**config.mk**
```make
export PLATFORM = sky130hd
export DESIGN_NAME = gray_counter_n
export DESIGN_NICKNAME = d
export VERILOG_FILES = /design/src/rtl/gray_pkg.sv /design/src/rtl/gray_conv.sv /design/src/rtl/gray_counter_n.sv
export SDC_FILE = /design/constraint.sdc
export NUM_CORES = 1
export LEC_CHECK = 0
export BUFFER_PORTS_ARGS = -buffer_cell sky130_fd_sc_hd__buf_2
export CAP_MARGIN = 30
export CORE_MARGIN = 2
export CORE_UTILIZATION = 30
export CTS_CLUSTER_DIAMETER = 120
export CTS_CLUSTER_SIZE = 8
export DETAILED_ROUTE_END_ITERATION = 10
export PLACE_DENSITY = 0.5
export SLEW_MARGIN = 30
export SYNTH_ARGS = -nofsm -noshare
export SYNTH_HDL_FRONTEND = slang
export SYNTH_SLANG_ARGS = --single-unit
```
**constraint.sdc**
```tcl
create_clock -name Clk -period 3.3 [get_ports Clk]
set_clock_uncertainty 0.2 [all_clocks]
set_input_delay 0.66 -clock Clk [delete_from_list [all_inputs] [get_ports Clk]]
set_output_delay 0.66 -clock Clk [all_outputs]
set_load 0.02 [all_outputs]
```
**src/rtl/gray_pkg.sv**
```systemverilog
`default_nettype none
// ============================================================================
// Module      : gray_pkg
// Description : Shared definitions for the gray_counter_n family: direction
//               encodings and width-generic binary/Gray conversion helpers.
//               The helpers operate on a 16-bit container (the widest legal
//               counter); narrower values are zero-extended by the caller.
// Revision    : 1.0 - initial release
// ============================================================================
package gray_pkg;

    localparam int   c_MAX_WIDTH = 16;

    // Direction encodings sampled on Dir
    localparam logic DIR_UP      = 1'b1;
    localparam logic DIR_DOWN    = 1'b0;

    // Binary to Gray: each Gray bit is the XOR of adjacent binary bits
    function automatic logic [c_MAX_WIDTH-1:0] bin2gray(input logic [c_MAX_WIDTH-1:0] b);
        logic [c_MAX_WIDTH-1:0] g;
        g[c_MAX_WIDTH-1] = b[c_MAX_WIDTH-1];
        for (int i = c_MAX_WIDTH - 2; i >= 0; i--) begin
            g[i] = b[i+1] ^ b[i];
        end
        return g;
    endfunction

    // Gray to binary: each binary bit is the running XOR from the MSB down
    function automatic logic [c_MAX_WIDTH-1:0] gray2bin(input logic [c_MAX_WIDTH-1:0] g);
        logic [c_MAX_WIDTH-1:0] b;
        b[c_MAX_WIDTH-1] = g[c_MAX_WIDTH-1];
        for (int i = c_MAX_WIDTH - 2; i >= 0; i--) begin
            b[i] = b[i+1] ^ g[i];
        end
        return b;
    endfunction

endpackage : gray_pkg
`default_nettype wire

```
**src/rtl/gray_conv.sv**
```systemverilog
`default_nettype none
// ============================================================================
// Module      : gray_conv
// Description : Purely combinational WIDTH-bit binary to Gray conversion.
//               Used on the counter's next-state value so the Gray output can
//               be registered directly.
// Revision    : 1.0 - initial release
// ============================================================================
module gray_conv #(
    parameter int WIDTH = 3
) (
    input  logic [WIDTH-1:0] bin,
    output logic [WIDTH-1:0] gray
);

    // Adjacent-bit XOR; the MSB passes through unchanged
    assign gray = bin ^ (bin >> 1);

endmodule : gray_conv
`default_nettype wire

```
**src/rtl/gray_counter_n.sv**
```systemverilog
`default_nettype none
// ============================================================================
// Module      : gray_counter_n
// Description : Parametrised Gray-code up/down counter with synchronous clear
//               and load, sticky Overflow/Underflow flags and a one-cycle Wrap
//               pulse. Both the binary and the Gray count are held in flops so
//               Output never comes from combinational logic.
//               Build option: GRAY_CNT_SATURATE_EN - when defined the counter
//               saturates at its terminal values instead of wrapping and Wrap
//               is never asserted.
// Revision    : 1.0 - initial release
// ============================================================================
module gray_counter_n
    import gray_pkg::*;
#(
    parameter int WIDTH = 3,
    parameter int INIT  = 0
) (
    input  logic             Clk,
    input  logic             Reset,
    input  logic             En,
    input  logic             Dir,
    input  logic             Clr,
    input  logic             Load,
    input  logic [WIDTH-1:0] LoadValue,
    output logic [WIDTH-1:0] Output,
    output logic [WIDTH-1:0] Bin,
    output logic             Overflow,
    output logic             Underflow,
    output logic             Wrap
);

    localparam logic [WIDTH-1:0] c_INIT_BIN  = WIDTH'(INIT);
    localparam logic [WIDTH-1:0] c_INIT_GRAY = WIDTH'(bin2gray(c_MAX_WIDTH'(c_INIT_BIN)));
    localparam logic [WIDTH-1:0] c_TOP       = {WIDTH{1'b1}};
    localparam logic [WIDTH-1:0] c_BOTTOM    = {WIDTH{1'b0}};
    localparam logic [WIDTH-1:0] c_ONE       = WIDTH'(1);

    logic [WIDTH-1:0] r_bin;
    logic [WIDTH-1:0] r_gray;
    logic             r_ovf;
    logic             r_unf;
    logic             r_wrap;

    logic [WIDTH-1:0] w_bin_next;
    logic [WIDTH-1:0] w_gray_next;
    logic             w_ovf_next;
    logic             w_unf_next;
    logic             w_wrap_next;

    // Next-state selection with priority Clr > Load > En
    always_comb begin
        w_bin_next  = r_bin;
        w_ovf_next  = r_ovf;
        w_unf_next  = r_unf;
        w_wrap_next = 1'b0;
        if (Clr) begin
            w_bin_next = c_INIT_BIN;
            w_ovf_next = 1'b0;
            w_unf_next = 1'b0;
        end else if (Load) begin
            // A load is never a wrap, even to a terminal value
            w_bin_next = LoadValue;
        end else if (En) begin
            if (Dir == DIR_UP) begin
                if (r_bin == c_TOP) begin
                    w_ovf_next = 1'b1;
`ifdef GRAY_CNT_SATURATE_EN
                    w_bin_next = r_bin;
`else
                    w_bin_next  = c_BOTTOM;
                    w_wrap_next = 1'b1;
`endif
                end else begin
                    w_bin_next = r_bin + c_ONE;
                end
            end else begin
                if (r_bin == c_BOTTOM) begin
                    w_unf_next = 1'b1;
`ifdef GRAY_CNT_SATURATE_EN
                    w_bin_next = r_bin;
`else
                    w_bin_next  = c_TOP;
                    w_wrap_next = 1'b1;
`endif
                end else begin
                    w_bin_next = r_bin - c_ONE;
                end
            end
        end
    end

    // Gray image of the next count, registered alongside the binary count
    gray_conv #(
        .WIDTH (WIDTH)
    ) u_gray_conv (
        .bin  (w_bin_next),
        .gray (w_gray_next)
    );

    // State registers; reset is asynchronous and overrides every other input
    always_ff @(posedge Clk or negedge Reset) begin
        if (!Reset) begin
            r_bin  <= c_INIT_BIN;
            r_gray <= c_INIT_GRAY;
            r_ovf  <= 1'b0;
            r_unf  <= 1'b0;
            r_wrap <= 1'b0;
        end else begin
            r_bin  <= w_bin_next;
            r_gray <= w_gray_next;
            r_ovf  <= w_ovf_next;
            r_unf  <= w_unf_next;
            r_wrap <= w_wrap_next;
        end
    end

    assign Output    = r_gray;
    assign Bin       = r_bin;
    assign Overflow  = r_ovf;
    assign Underflow = r_unf;
    assign Wrap      = r_wrap;

endmodule : gray_counter_n
`default_nettype wire

```
==> summary by stage <==
Timing
The max-slew headroom at the worst pin is 60.1%. Adding up every negative setup slack in the final design gives 0 ps. Setup repair after global routing left no endpoint under its margin. The number of hold violations in the final report is 0.

For the pin with the worst max-slew slack, the measured transition is around 600 ps. The post-route minimum period is around 1900 ps. The final number of setup-violating endpoints is 0.

The number of max-slew violations in the final report is 0. The setup slack of the critical path after layout is around 1400 ps. Of the available clock period, the critical path in the final layout requires approximately 57%. The timing-limited maximum frequency is about 530 MHz.

Clocking
The CTS H-tree depth is 1. The total number of clock tree sinks is 8. Clock-pin slew was measured on the worst setup and hold paths at approximately 50 ps. After clock tree synthesis, the flow added hold-fix buffers numbering 0. Once the clock tree was built, the setup fixing pass inserted 0 buffers. The tree is rooted in a clkbuf_4.

The post-cts resize count is 0. The number of buffers inserted during clock tree synthesis is 3. The clock tree from TritonCTS is built.

The number of buffers between clock root and the deepest sink is 2. The clock latency reported for the late side of the worst-skew pair is ~250 ps.

Floorplan
The core region is 1520 um2. Measured along the x axis, the die boundary spans 44.5 um. The number of placement rows is 14.

The total I/O pin count is 18. The die footprint is between 1500 and 2000 um2. Measured along the y axis, the die boundary spans 44.5 um. The starting utilization of the core area is between 30% and 40%.

Yosys
dfrtp_1 takes more of the synthesized area than any other cell. In this run, synthesis inferred 0 flip-flops with an integrated enable. When the netlist entered floorplanning its net count stood at 66. The top cell type by area accounts for between 40% and 50% of the synthesized area. By instance count, the leading cell after synthesis is dfrtp_1.

The share of synthesized area occupied by flip-flops and latches is between 40% and 50%. After synthesis, the cell types taking the most area are dfrtp_1, ha_1, a21oi_1. The number of synthesized register bits is 8. In the synthesized netlist the dominant register cell turns out to be dfrtp_1.

The cell count after synthesis is between 50 and 60. Summing every instance area after synthesis gives 493 um2. By count the netlist is led by dfrtp_1, a21oi_1, nor2_1. For this run, the number of Yosys warnings is 0. The number of unique standard cell types used by synthesis is 25.

Counting flops with an async set or reset pin after synthesis yields a share of between 90% and 100%. The per-instance average area after synthesis is 9.30 um2.

Power
Power spread over the standard cell area amounts to 417 nW/um2. The combinational power share is a little over a quarter. The internal power of the cells is roughly 170 uW.

The part of the total power dissipated in the clock network is between 20% and 30%. Summed over all nets, the switching power comes to 78.2 uW. Total power for the finished layout comes to 251 uW.

Of the total power, registers draw between 40 and 50%. Net switching is a little under a third of the power. The maximum resistive drop on vdd is ~230 uV.

The analysis attributes to cell leakage a power of approximately 0.00032 uW.

Global route
The largest net degree at the start of global routing is 9. Global routing consumed, on the met2 layer, 18.8% of the routing resources. The aggregate global routing overflow is 0. The busiest layer in global routing is met2.

The number of global-route vias before repair is 424. The routing usage on met3 is 2.04%. The met1 capacity usage during global routing is 16.3%.

The first global-routing pass estimated between 1.5 and 2 mm of wire. The number of antenna violations at the first check in global routing is 0. The aggregate global-route resource usage is around 12%.

Route
In the routed design, unresolved DRC markers number 0. After detailed routing, the average wire length per cell comes to approximately 12 um. In this run the remaining antenna-violating nets after routing total 0.

The total wire length is between 1 and 1.5 mm. For this block, the initial DRC count from the detailed router was 3. In the routed layout, each cell is associated on average with a via count of 5.15. The via count is 443. The iteration count of the initial detailed-routing pass is 3.

Placement
The post-placement cell area is 578 um2. The routability congestion estimate from global placement is between 0.7 and 0.8. Once detailed placement completed, the half-perimeter wirelength came to between 800 and 900 um.

Input and output buffers added on the ports amount to 17. The worst setup slack before clock tree synthesis is about 1300 ps.

Cells and area
The final design instance area without fill is 601 um2. The final net count is 85. 0 antenna diodes ended up in the layout. Relative to the synthesized area, the layout overhead comes to 21.8%. Cells fill around 39% of the core in the end. The fraction of final layout cells with drive strength greater than 1 is between 30% and 40%.

Worst hold path
The path class of the lowest-slack min-delay path is input port to async pin.

Run
The number of maximum-capacitance constraint violations is 0.

Outcome
The flow ran to the end, and the final reports show no timing, DRC or antenna violations.

Critical path
The category of the worst setup path launch point is a flip-flop. STA classifies the critical path endpoint as a flip-flop. The largest fanout of any net on the critical path is 5. Data on the critical path arrives at its endpoint at approximately 1900 ps. STA puts the critical path data required time at 3280 ps.

The critical path class is flip-flop to flip-flop.
per-stage QoR:
step	hold slack (ps)	instances
floorplan	164	53
global placement	283	83
detailed placement	281	83
CTS	40.8	86
global route	51.9	86
finish	40.3	86
sequential cells by signal, indices dropped and copies added (netlist names):
signal,flops
Output,2
Wrap,1
Underflow,1
Bin,3
Overflow,1
power groups by stage:
| stage | combinational (uW) | sequential (uW) | clock [uW] |
|---|---|---|---|
| after global placement | 68.4 | 112 | 0 |
| after floorplan | 37.2 | 121 | 0 |
| after global routing | 76.9 | 111 | 78.7 |
| final | 67.7 | 111 | 72.3 |
| after CTS | 68.9 | 111 | 74.4 |
| after detailed placement | 68.3 | 112 | 0 |
layout make-up:
class                           instances  area (um2)
Clock buffer                            3        22.5
Fill cell                             163         923
Inverter                                4        15.0
Multi-Input combinational cell         38         258
Sequential cell                         8         200
Tap cell                               16        20.0
Timing Repair Buffer                   17        85.1
worst max-delay path, stage by stage (launching register included):
cell and delay, ps:
dfrtp_1 400, inv_1 80, ha_1 210, or3_1 340, a22oi_1 270, o21ai_0 160
a21oi_2 170
layout by cell type, fill, tap and decap left out:
master    count
a211o_1       1
a211o_2       1
a211oi_2      1
a21oi_1       6
a21oi_2       2
a22o_1        1
a22oi_1       1
a31oi_1       1
buf_2        17
clkbuf_4      3
dfrtp_1       8
ha_1          4
inv_1         4
nand2_1       2
nand2b_1      2
nor2_1        6
nor2_2        1
nor2b_1       2
nor3_1        2
nor3b_1       1
o211ai_1      1
o21ai_0       1
or3_1         1
xor2_1        1
routing by layer:
layer / share of wire [%] / up-vias
li1: - / 217
met1: 48 / 219
met2: 48 / 7
met3: 3.5 / 0
met4: 0 / 0
met5: 0 / -
final timing paths:
check	startpoint	end	slack, ps	cells past startpoint
setup / recovery	Bin[0]	Output[1]	1400	6
hold / removal	Reset	Bin[1]	40	1
setup reg to reg	Bin[0]	Output[1]	1400	6
hold reg to reg	Overflow	Overflow	280	2
max in group asynchronous	Reset	Wrap	2700	1
min in group Clk	Overflow	Overflow	280	2
logic make-up after synthesis:
| logic type | Yosys count | share of synthesized area (%) |
|---|---|---|
| flip-flops | 8 | 40.6 |
| AO/OA/AOI/OAI | 16 | 23.1 |
| adder cells (fa/ha/maj) | 4 | 10.2 |
| buffers and inverters | 7 | 7.11 |
| XOR/XNOR | 1 | 1.78 |
| AND/OR/NAND/NOR | 17 | 17.3 |
(Power assumes the default switching activity.)
